File: config.mk
export PLATFORM = sky130hd
export DESIGN_NAME = lifo_stack_flat
export DESIGN_NICKNAME = d
export VERILOG_FILES = /design/src/rtl/lifo_stack_pkg.sv /design/src/rtl/lifo_stack_if.sv /design/src/rtl/lifo_stack.sv /design/src/flat_wrapper.sv
export SDC_FILE = /design/constraint.sdc
export NUM_CORES = 1
export LEC_CHECK = 0
export BUFFER_PORTS_ARGS = -buffer_cell sky130_fd_sc_hd__buf_4
export CORE_AREA = 2 2 78 80
export DETAILED_ROUTE_END_ITERATION = 10
export DIE_AREA = 0 0 80 82
export PLACE_DENSITY = 0.82
export SKIP_LAST_GASP = 1
export SLEW_MARGIN = 20
export SYNTH_ARGS = -nofsm -noshare
export SYNTH_HDL_FRONTEND = slang
export SYNTH_SLANG_ARGS = --single-unit
File: constraint.sdc
create_clock -name clk -period 6.21 [get_ports clk]
set_clock_uncertainty 0.1 [all_clocks]
set_input_delay 0.3105 -clock clk [delete_from_list [all_inputs] [get_ports clk]]
set_output_delay 0.3105 -clock clk [all_outputs]
set_load 0.1 [all_outputs]
File: src/rtl/lifo_stack_pkg.sv
`default_nettype none
// ============================================================================
// Package  : stack_pkg
// Brief    : Shared overflow-policy constants and operation decode for lifo_stack.
// Revision : 1.0 - initial release
// ============================================================================
package stack_pkg;

    localparam int OVF_REJECT = 0;
    localparam int OVF_WRAP   = 1;

    typedef enum logic [1:0] {
        OP_NOP     = 2'd0,
        OP_PUSH    = 2'd1,
        OP_POP     = 2'd2,
        OP_REPLACE = 2'd3
    } stack_op_t;

    // A push+pop on an empty stack degrades to a plain push; the rejected pop
    // is flagged separately as an underflow.
    function automatic stack_op_t decode_op(input logic en, input logic push,
                                            input logic pop, input logic empty);
        stack_op_t op;
        op = OP_NOP;
        if (en) begin
            if (push && pop && !empty) begin
                op = OP_REPLACE;
            end else if (push) begin
                op = OP_PUSH;
            end else if (pop && !empty) begin
                op = OP_POP;
            end
        end
        return op;
    endfunction

endpackage
`default_nettype wire

File: src/rtl/lifo_stack_if.sv
`default_nettype none
// ============================================================================
// Interface : lifo_stack_if
// Brief     : Request/response bundle between a stack user and lifo_stack.
// Revision  : 1.0 - initial release
// ============================================================================
interface lifo_stack_if #(
    parameter int WIDTH = 14,
    parameter int DEPTH = 4
);
    localparam int CW = $clog2(DEPTH + 1);

    logic             en;
    logic             push;
    logic             pop;
    logic [WIDTH-1:0] push_data;
    logic             err_clr;
    logic [WIDTH-1:0] pop_data;
    logic             pop_valid;
    logic [WIDTH-1:0] top_data;
    logic [CW-1:0]    count;
    logic             empty;
    logic             full;
    logic             overflow;
    logic             underflow;

    modport master (
        output en, push, pop, push_data, err_clr,
        input  pop_data, pop_valid, top_data, count, empty, full, overflow, underflow
    );

    modport slave (
        input  en, push, pop, push_data, err_clr,
        output pop_data, pop_valid, top_data, count, empty, full, overflow, underflow
    );

endinterface
`default_nettype wire

File: src/rtl/lifo_stack.sv
`default_nettype none
// ============================================================================
// Module   : lifo_stack
// Brief    : Parametrised LIFO return-address stack with replace, wrap and sticky errors.
// Revision : 1.0 - initial release
// ============================================================================
module lifo_stack
    import stack_pkg::*;
#(
    parameter int WIDTH    = 14,
    parameter int DEPTH    = 4,
    parameter int OVF_MODE = OVF_REJECT
) (
    input  wire logic    clk,
    input  wire logic    rst,
    lifo_stack_if.slave  bus
);

    localparam int CW = $clog2(DEPTH + 1);
    localparam int PW = (DEPTH > 1) ? $clog2(DEPTH) : 1;

    localparam logic [PW-1:0] c_ptr_last  = PW'(DEPTH - 1);
    localparam logic [CW-1:0] c_count_max = CW'(DEPTH);

    logic [WIDTH-1:0] r_mem [DEPTH];
    logic [PW-1:0]    r_wr_ptr;
    logic [CW-1:0]    r_count;
    logic [WIDTH-1:0] r_pop_data;
    logic             r_pop_valid;
    logic             r_overflow;
    logic             r_underflow;

    logic [PW-1:0]    w_top_ptr;
    logic [PW-1:0]    w_inc_ptr;
    logic             w_empty;
    logic             w_full;
    stack_op_t        w_op;
    logic             w_mem_we;
    logic [PW-1:0]    w_mem_addr;
    logic [PW-1:0]    w_ptr_nxt;
    logic [CW-1:0]    w_count_nxt;
    logic             w_pop_fire;
    logic             w_ovf_set;
    logic             w_unf_set;

    assign w_empty   = (r_count == '0);
    assign w_full    = (r_count == c_count_max);
    assign w_top_ptr = (r_wr_ptr == '0) ? c_ptr_last : r_wr_ptr - PW'(1);
    assign w_inc_ptr = (r_wr_ptr == c_ptr_last) ? '0 : r_wr_ptr + PW'(1);

    assign w_op      = decode_op(bus.en, bus.push, bus.pop, w_empty);
    assign w_unf_set = bus.en & bus.pop & w_empty;

    always_comb begin
        w_mem_we    = 1'b0;
        w_mem_addr  = r_wr_ptr;
        w_ptr_nxt   = r_wr_ptr;
        w_count_nxt = r_count;
        w_pop_fire  = 1'b0;
        w_ovf_set   = 1'b0;
        case (w_op)
            OP_PUSH: begin
                if (!w_full) begin
                    w_mem_we    = 1'b1;
                    w_ptr_nxt   = w_inc_ptr;
                    w_count_nxt = r_count + CW'(1);
                end else begin
                    w_ovf_set = 1'b1;
                    // When full, wr_ptr already points at the oldest entry.
                    if (OVF_MODE == OVF_WRAP) begin
                        w_mem_we  = 1'b1;
                        w_ptr_nxt = w_inc_ptr;
                    end
                end
            end
            OP_POP: begin
                w_pop_fire  = 1'b1;
                w_ptr_nxt   = w_top_ptr;
                w_count_nxt = r_count - CW'(1);
            end
            OP_REPLACE: begin
                w_pop_fire = 1'b1;
                w_mem_we   = 1'b1;
                w_mem_addr = w_top_ptr;
            end
            default: begin
            end
        endcase
    end

    always_ff @(posedge clk or posedge rst) begin
        if (rst) begin
            r_wr_ptr    <= '0;
            r_count     <= '0;
            r_pop_data  <= '0;
            r_pop_valid <= 1'b0;
            r_overflow  <= 1'b0;
            r_underflow <= 1'b0;
        end else begin
            r_wr_ptr    <= w_ptr_nxt;
            r_count     <= w_count_nxt;
            r_pop_valid <= w_pop_fire;
            if (w_pop_fire) begin
                r_pop_data <= r_mem[w_top_ptr];
            end
            // A fresh error in the clearing cycle wins over err_clr.
            r_overflow  <= w_ovf_set | (r_overflow  & ~bus.err_clr);
            r_underflow <= w_unf_set | (r_underflow & ~bus.err_clr);
        end
    end

    always_ff @(posedge clk) begin
        if (w_mem_we) begin
            r_mem[w_mem_addr] <= bus.push_data;
        end
    end

    assign bus.pop_data  = r_pop_data;
    assign bus.pop_valid = r_pop_valid;
    assign bus.top_data  = w_empty ? '0 : r_mem[w_top_ptr];
    assign bus.count     = r_count;
    assign bus.empty     = w_empty;
    assign bus.full      = w_full;
    assign bus.overflow  = r_overflow;
    assign bus.underflow = r_underflow;

endmodule
`default_nettype wire
File: src/flat_wrapper.sv
// flat-port wrapper written by rule: the top's interface ports become plain ports
module lifo_stack_flat import stack_pkg::*;
#(
    parameter int WIDTH    = 14,
    parameter int DEPTH    = 4,
    parameter int OVF_MODE = OVF_REJECT
)
  (clk, rst, bus_en, bus_push, bus_pop, bus_push_data, bus_err_clr, bus_pop_data, bus_pop_valid, bus_top_data, bus_count, bus_empty, bus_full, bus_overflow, bus_underflow);
  lifo_stack_if #(.WIDTH(WIDTH), .DEPTH(DEPTH)) bus_i ();
  input  wire logic clk;
  input  wire logic rst;
  input wire logic [$bits(bus_i.en)-1:0] bus_en;
  input wire logic [$bits(bus_i.push)-1:0] bus_push;
  input wire logic [$bits(bus_i.pop)-1:0] bus_pop;
  input wire logic [$bits(bus_i.push_data)-1:0] bus_push_data;
  input wire logic [$bits(bus_i.err_clr)-1:0] bus_err_clr;
  output wire logic [$bits(bus_i.pop_data)-1:0] bus_pop_data;
  output wire logic [$bits(bus_i.pop_valid)-1:0] bus_pop_valid;
  output wire logic [$bits(bus_i.top_data)-1:0] bus_top_data;
  output wire logic [$bits(bus_i.count)-1:0] bus_count;
  output wire logic [$bits(bus_i.empty)-1:0] bus_empty;
  output wire logic [$bits(bus_i.full)-1:0] bus_full;
  output wire logic [$bits(bus_i.overflow)-1:0] bus_overflow;
  output wire logic [$bits(bus_i.underflow)-1:0] bus_underflow;
  assign bus_i.en = bus_en;
  assign bus_i.push = bus_push;
  assign bus_i.pop = bus_pop;
  assign bus_i.push_data = bus_push_data;
  assign bus_i.err_clr = bus_err_clr;
  assign bus_pop_data = bus_i.pop_data;
  assign bus_pop_valid = bus_i.pop_valid;
  assign bus_top_data = bus_i.top_data;
  assign bus_count = bus_i.count;
  assign bus_empty = bus_i.empty;
  assign bus_full = bus_i.full;
  assign bus_overflow = bus_i.overflow;
  assign bus_underflow = bus_i.underflow;
  lifo_stack #(.WIDTH(WIDTH), .DEPTH(DEPTH), .OVF_MODE(OVF_MODE)) u_core (.clk(clk), .rst(rst), .bus(bus_i));
endmodule
Word level (Yosys, flattened, before mapping)
Memories as Yosys holds them, arrays and structs flattened.
Index checks and enable logic that the tools add are counted.

operators by class
  equal/unequal tests = 6
  bitwise operators = 7
  reduce and logical (&&, ||, !) cells = 9
  mux-type cells = 19
  $add $sub $neg = 4

operators by type and width
  kind                   count
  $mux W2                8
  $mux W14               1
  $eq A2 B2 Y1 const B   3
  $mux W1                6
  $pmux W3 S2            1
  $and A1 B1 Y1          4
  $pmux W2 S2            1
  $add A3 B1 Y3 const B  1
  $eq A3 B3 Y1 const B   1
  $logic_and A1 B1 Y1    3
  $logic_not A3 Y1       1
  $mux W3                1
  $sub A3 B1 Y3 const B  1
  $add A2 B1 Y2 const B  1
  $eq A2 B1 Y1 const B   1
  $logic_not A2 Y1       1
  $ne A2 B2 Y1 const B   1
  $or A1 B1 Y1           2
  $pmux W1 S2            1
  $reduce_and A2 Y1      1
  $reduce_bool A2 Y1     1
  $reduce_or A2 Y1       1
  $sub A2 B1 Y2 const B  1
  $logic_not A1 Y1       1
  $not A1 Y1             1

storage, ports and cells
  register bits = 22
  output and inout port bits = 36
  RAM bits = 56
  memories kept = 1
  input port bits = 20

memories
  name          words  bits a word  read ports  clocked after Yosys merged registers in  write ports  line              source
  u_core.r_mem  4      14           1           0                                        1            lifo_stack.sv:25  logic [WIDTH-1:0] r_mem [DEPTH];

Logic depth before layout (Yosys ltp)
  depth in word-level cells = 11
  gate-level depth with buffers = 10
  gate-level depth less buffers = 7

Worst setup path before layout
No wires, ideal clock.

  path kind = reg-to-output
  start point = register u_core.r_count[1], in the netlist u_core.bus.count[1]
  end point = output port bus_top_data[10]
  arrival = 3483 ps
  stages on the path, launching flop included = 4
  required time = 5799 ps
  path slack = 2316 ps
  path through = dfrtp_1 > nor3_1 > clkbuf_1 > nor2_1

between the ends
  cells in the longest elaborated chain, start to end = 2

RTL lines
  what                      line                source
  start: declaration        lifo_stack.sv:27    logic [CW-1:0] r_count;
  start signal: assignment  lifo_stack.sv:101   r_count <= w_count_nxt;
  $logic_not A3 Y1          lifo_stack.sv:46    assign w_empty = (r_count == '0);
  named net bus_empty       flat_wrapper.sv:21  output wire logic [$bits(bus_i.empty)-1:0] bus_empty;
  $mux W14                  lifo_stack.sv:120   assign bus.top_data = w_empty ? '0 : r_mem[w_top_ptr];
  end: declaration          flat_wrapper.sv:19  output wire logic [$bits(bus_i.top_data)-1:0] bus_top_data;

The timed path passes the listed nets, and every way through them passes these cells.

Worst setup path after layout
  start point = register u_core.r_wr_ptr[0]
  end point = output port bus_top_data[9]

between the ends
  cells in the longest elaborated chain, start to end = 4
  elaborated cells between the ends (all ways) = 5
  classes of those cells = add/sub: 1; mux: 2; reduce/logical: 1; memory: 1

RTL lines
  what                                               line               source
  start: declaration                                 lifo_stack.sv:26   logic [PW-1:0] r_wr_ptr;
  start signal: assignment                           lifo_stack.sv:100  r_wr_ptr <= w_ptr_nxt;
  $sub A2 B1 Y2 or $logic_not A2 Y1 (tied branches)  lifo_stack.sv:48   assign w_top_ptr = (r_wr_ptr == '0) ? c_ptr_last : r_wr_ptr - PW'(1);
  $mux W2 *                                          lifo_stack.sv:48
  $mem_v2 Z4 W14 *                                   -
  $mux W14 *                                         lifo_stack.sv:120

Mark *: on every way between the ends. The rest lies on a longest branch, timed or not.

==> impl_metrics.csv <==
group,metric,value,unit
cells_and_area,stdcell_count,394,
yosys,synth_ff_type,"edfxtp_1",
yosys,syn_avg_cell_area,12.7,µm²
clock_tree,cts-root-buf,"clkbuf_8",
worst_hold_path,hold_depth,2,
run_status,outcome,"finished clean",
cells_and_area,drive_gt1_frac,0.298,
sta,slew_viol_final,0,
worst_hold_path,hold_path.class,"primary input to flop",
yosys,synth_fp_nets,281,
placed_design,place_area,3750,µm²
sta,fin_crit_sh,0.621,
routing,wirelength,6500,µm
yosys,synthTopCellsByArea,"edfxtp_1 51%, dfrtp_1 17%, nand2_1 5.5%",
clock_tree,htreeDepth,3,
worst_setup_path,worstPathRequired,5800,ps
placed_design,dp_hpwl,4150,µm
clock_tree,cts_hold_buf,0,
cells_and_area,final_util,0.689,
routing,drt_iter0_drc,192,
grt,grt_pass1_vias,1992,
worst_setup_path,timing.critical_path.from_type,"flop",
routing,avgViaCountPerCell,5.62,
worst_setup_path,critPathKind,"flop to primary output",
yosys,netlist_area,3270,µm²
sta,max_freq,0.259,GHz
sta,relSlewSlack,0.337,
yosys,synth_top_area_cell,"edfxtp_1",
worst_setup_path,slowest_delay,1000,ps
worst_setup_path,crit_fanout,33,
grt,antenna_found_initial,0,
clock_tree,post_cts_buffers,0,
placed_design,port_buffers,55,
clock_tree,clk_latency,340,ps
worst_setup_path,critPathCaptureType,"primary output",
yosys,synth_top_area_frac,0.515,
clock_tree,clkTransAtPathRegs,80,ps
cells_and_area,antenna_cells,0,
placed_design,dp.cells,378,
cells_and_area,design_area,3960,µm²
clock_tree,cts_buffers,9,
clock_tree,cts_resized,0,
floorplan,start_util,0.569,
yosys,synthArstFlopShare,0.282,
yosys,yosysWarnings,0,
cells_and_area,syn2layout_area_growth,21.2,%
yosys,yosysMostFrequentCell,"edfxtp_1",
clock_tree,clock-sinks,78,
grt,grt_start_max_net_pins,34,
floorplan,dieArea,6560,µm²
routing,firstDrtPassIters,4,
grt,grtUsageTotal,0.207,
yosys,ys_seq_area_frac,0.683,
worst_setup_path,path_cells,"inv_1 -> ha_1 -> mux4_2 -> nor2b_1 -> buf_4",
worst_setup_path,reg2regPathDepth,5,
yosys,yosysUniqueCellTypes,35,
sta,min_period,3850,ps
clock_tree,clk_path_buf_depth,2,
cells_and_area,final_nets,337,
sta,hold_viol_final,0,
worst_setup_path,crit_arrival,3440,ps
yosys,synth_common_cells,"56 x edfxtp_1, 48 x nand2_1, 22 x dfrtp_1",
sta,rsz0062_at_grt,"no",
job,maxCapViolations,0,
yosys,synthCells,258,
worst_setup_path,crit_buf_inv,2,
sta,worst_slew_pin_slew,994,ps
routing,drcViolationCount,0,
worst_setup_path,slowest_stage,"dfrtp_1",
grt,grt_pass1_wl,9850,µm
grt,overflow,0,
floorplan,die-height,82,µm
yosys,synth.ff_latch_count,78,
routing,drtAntennaViolNets,0,
sta,setup_tns,0,ps
yosys,synth_edf_count,56,
sta,setup_viol,0,
floorplan,rows,28,
floorplan,ioPinCount,56,
placed_design,gp_congestion,0.764,
floorplan,die_w,80,µm
worst_setup_path,path_depth,5,
routing,vias,2214,
clock_tree,tritoncts,"yes",
routing,drt-wirelength-per-cell,16.5,µm
floorplan,fp.coreArea,5750,µm²
worst_setup_path,crit_family,"flip-flops",
-- per-layer routing --
metal,routed length (µm),vias up,global-route usage,share of wire
met1,2690,1085,0.269,0.41
met5,0,-,0,0
met2,3340,79,0.329,0.51
met3,399,6,0.0473,0.061
met4,77,0,0.108,0.012
li1,-,1044,-,-
-- through the flow --
stage                     hold WS (ps)  setup slack (ps)
after floorplan                    200              2320
after global placement             363              2500
after detailed placement           364              2360
after CTS                         33.0              1930
after global routing              41.5              2110
final                             55.6              2360
-- state kept, by name, indices dropped and copies added (netlist names) --
name,cells
u_core.bus.pop_valid,1
u_core.r_wr_ptr,2
u_core.r_mem,56
u_core.bus.count,3
u_core.bus.overflow,1
u_core.bus.pop_data,14
u_core.bus.underflow,1
-- area by class of cell --
cell class	count	area, µm²
Sequential cell	78	2230
Fill cell	400	1780
Multi-Input combinational cell	156	957
Timing Repair Buffer	59	443
Clock buffer	10	128
Tap cell	75	93.8
Clock inverter	6	70.1
Inverter	10	37.5
-- final timing paths --
kind                            slack [ps]                 endpoint                    start
worst min-delay path                    60      u_core.bus.overflow              bus_err_clr
worst max register to register        2530       u_core.r_mem[2][8]       u_core.r_wr_ptr[0]
max in group asynchronous             5360  u_core.bus.pop_data[11]                      rst
worst max-delay path                  2360          bus_top_data[9]       u_core.r_wr_ptr[0]
min in group asynchronous               70   u_core.bus.pop_data[2]                      rst
worst min register to register         380  u_core.bus.pop_data[13]  u_core.bus.pop_data[13]
-- cells in the final DEF, fill, tap and decap left out, drive strengths merged, types with 10 or more instances in the layout --
master / netlist / layout
nor2b: 15 / 15
a31o: 12 / 12
a211oi: 13 / 13
edfxtp: 56 / 56
nor2: 15 / 15
dfrtp: 22 / 22
nand2: 48 / 48
buf: 4 / 59
o21ai: 15 / 15
inv: 10 / 12
clkbuf: 10 / 10
-- kinds of logic (layout without fill, tap and decap cells) --
family | after synthesis | count (layout) | share of synthesized area
buffers and inverters | 24 | 85 | 0.0291
and+or+nand+nor | 96 | 96 | 0.136
AOI/OAI and AO/OA | 52 | 52 | 0.116
adders and majority gates | 3 | 3 | 0.0138
DFF | 78 | 78 | 0.683
xor gates and xnor gates | 2 | 2 | 0.00536
muxes | 3 | 3 | 0.0168
Power is not shown: default switching activity piles up to over one toggle a cycle in this logic, so the estimate is an artifact.
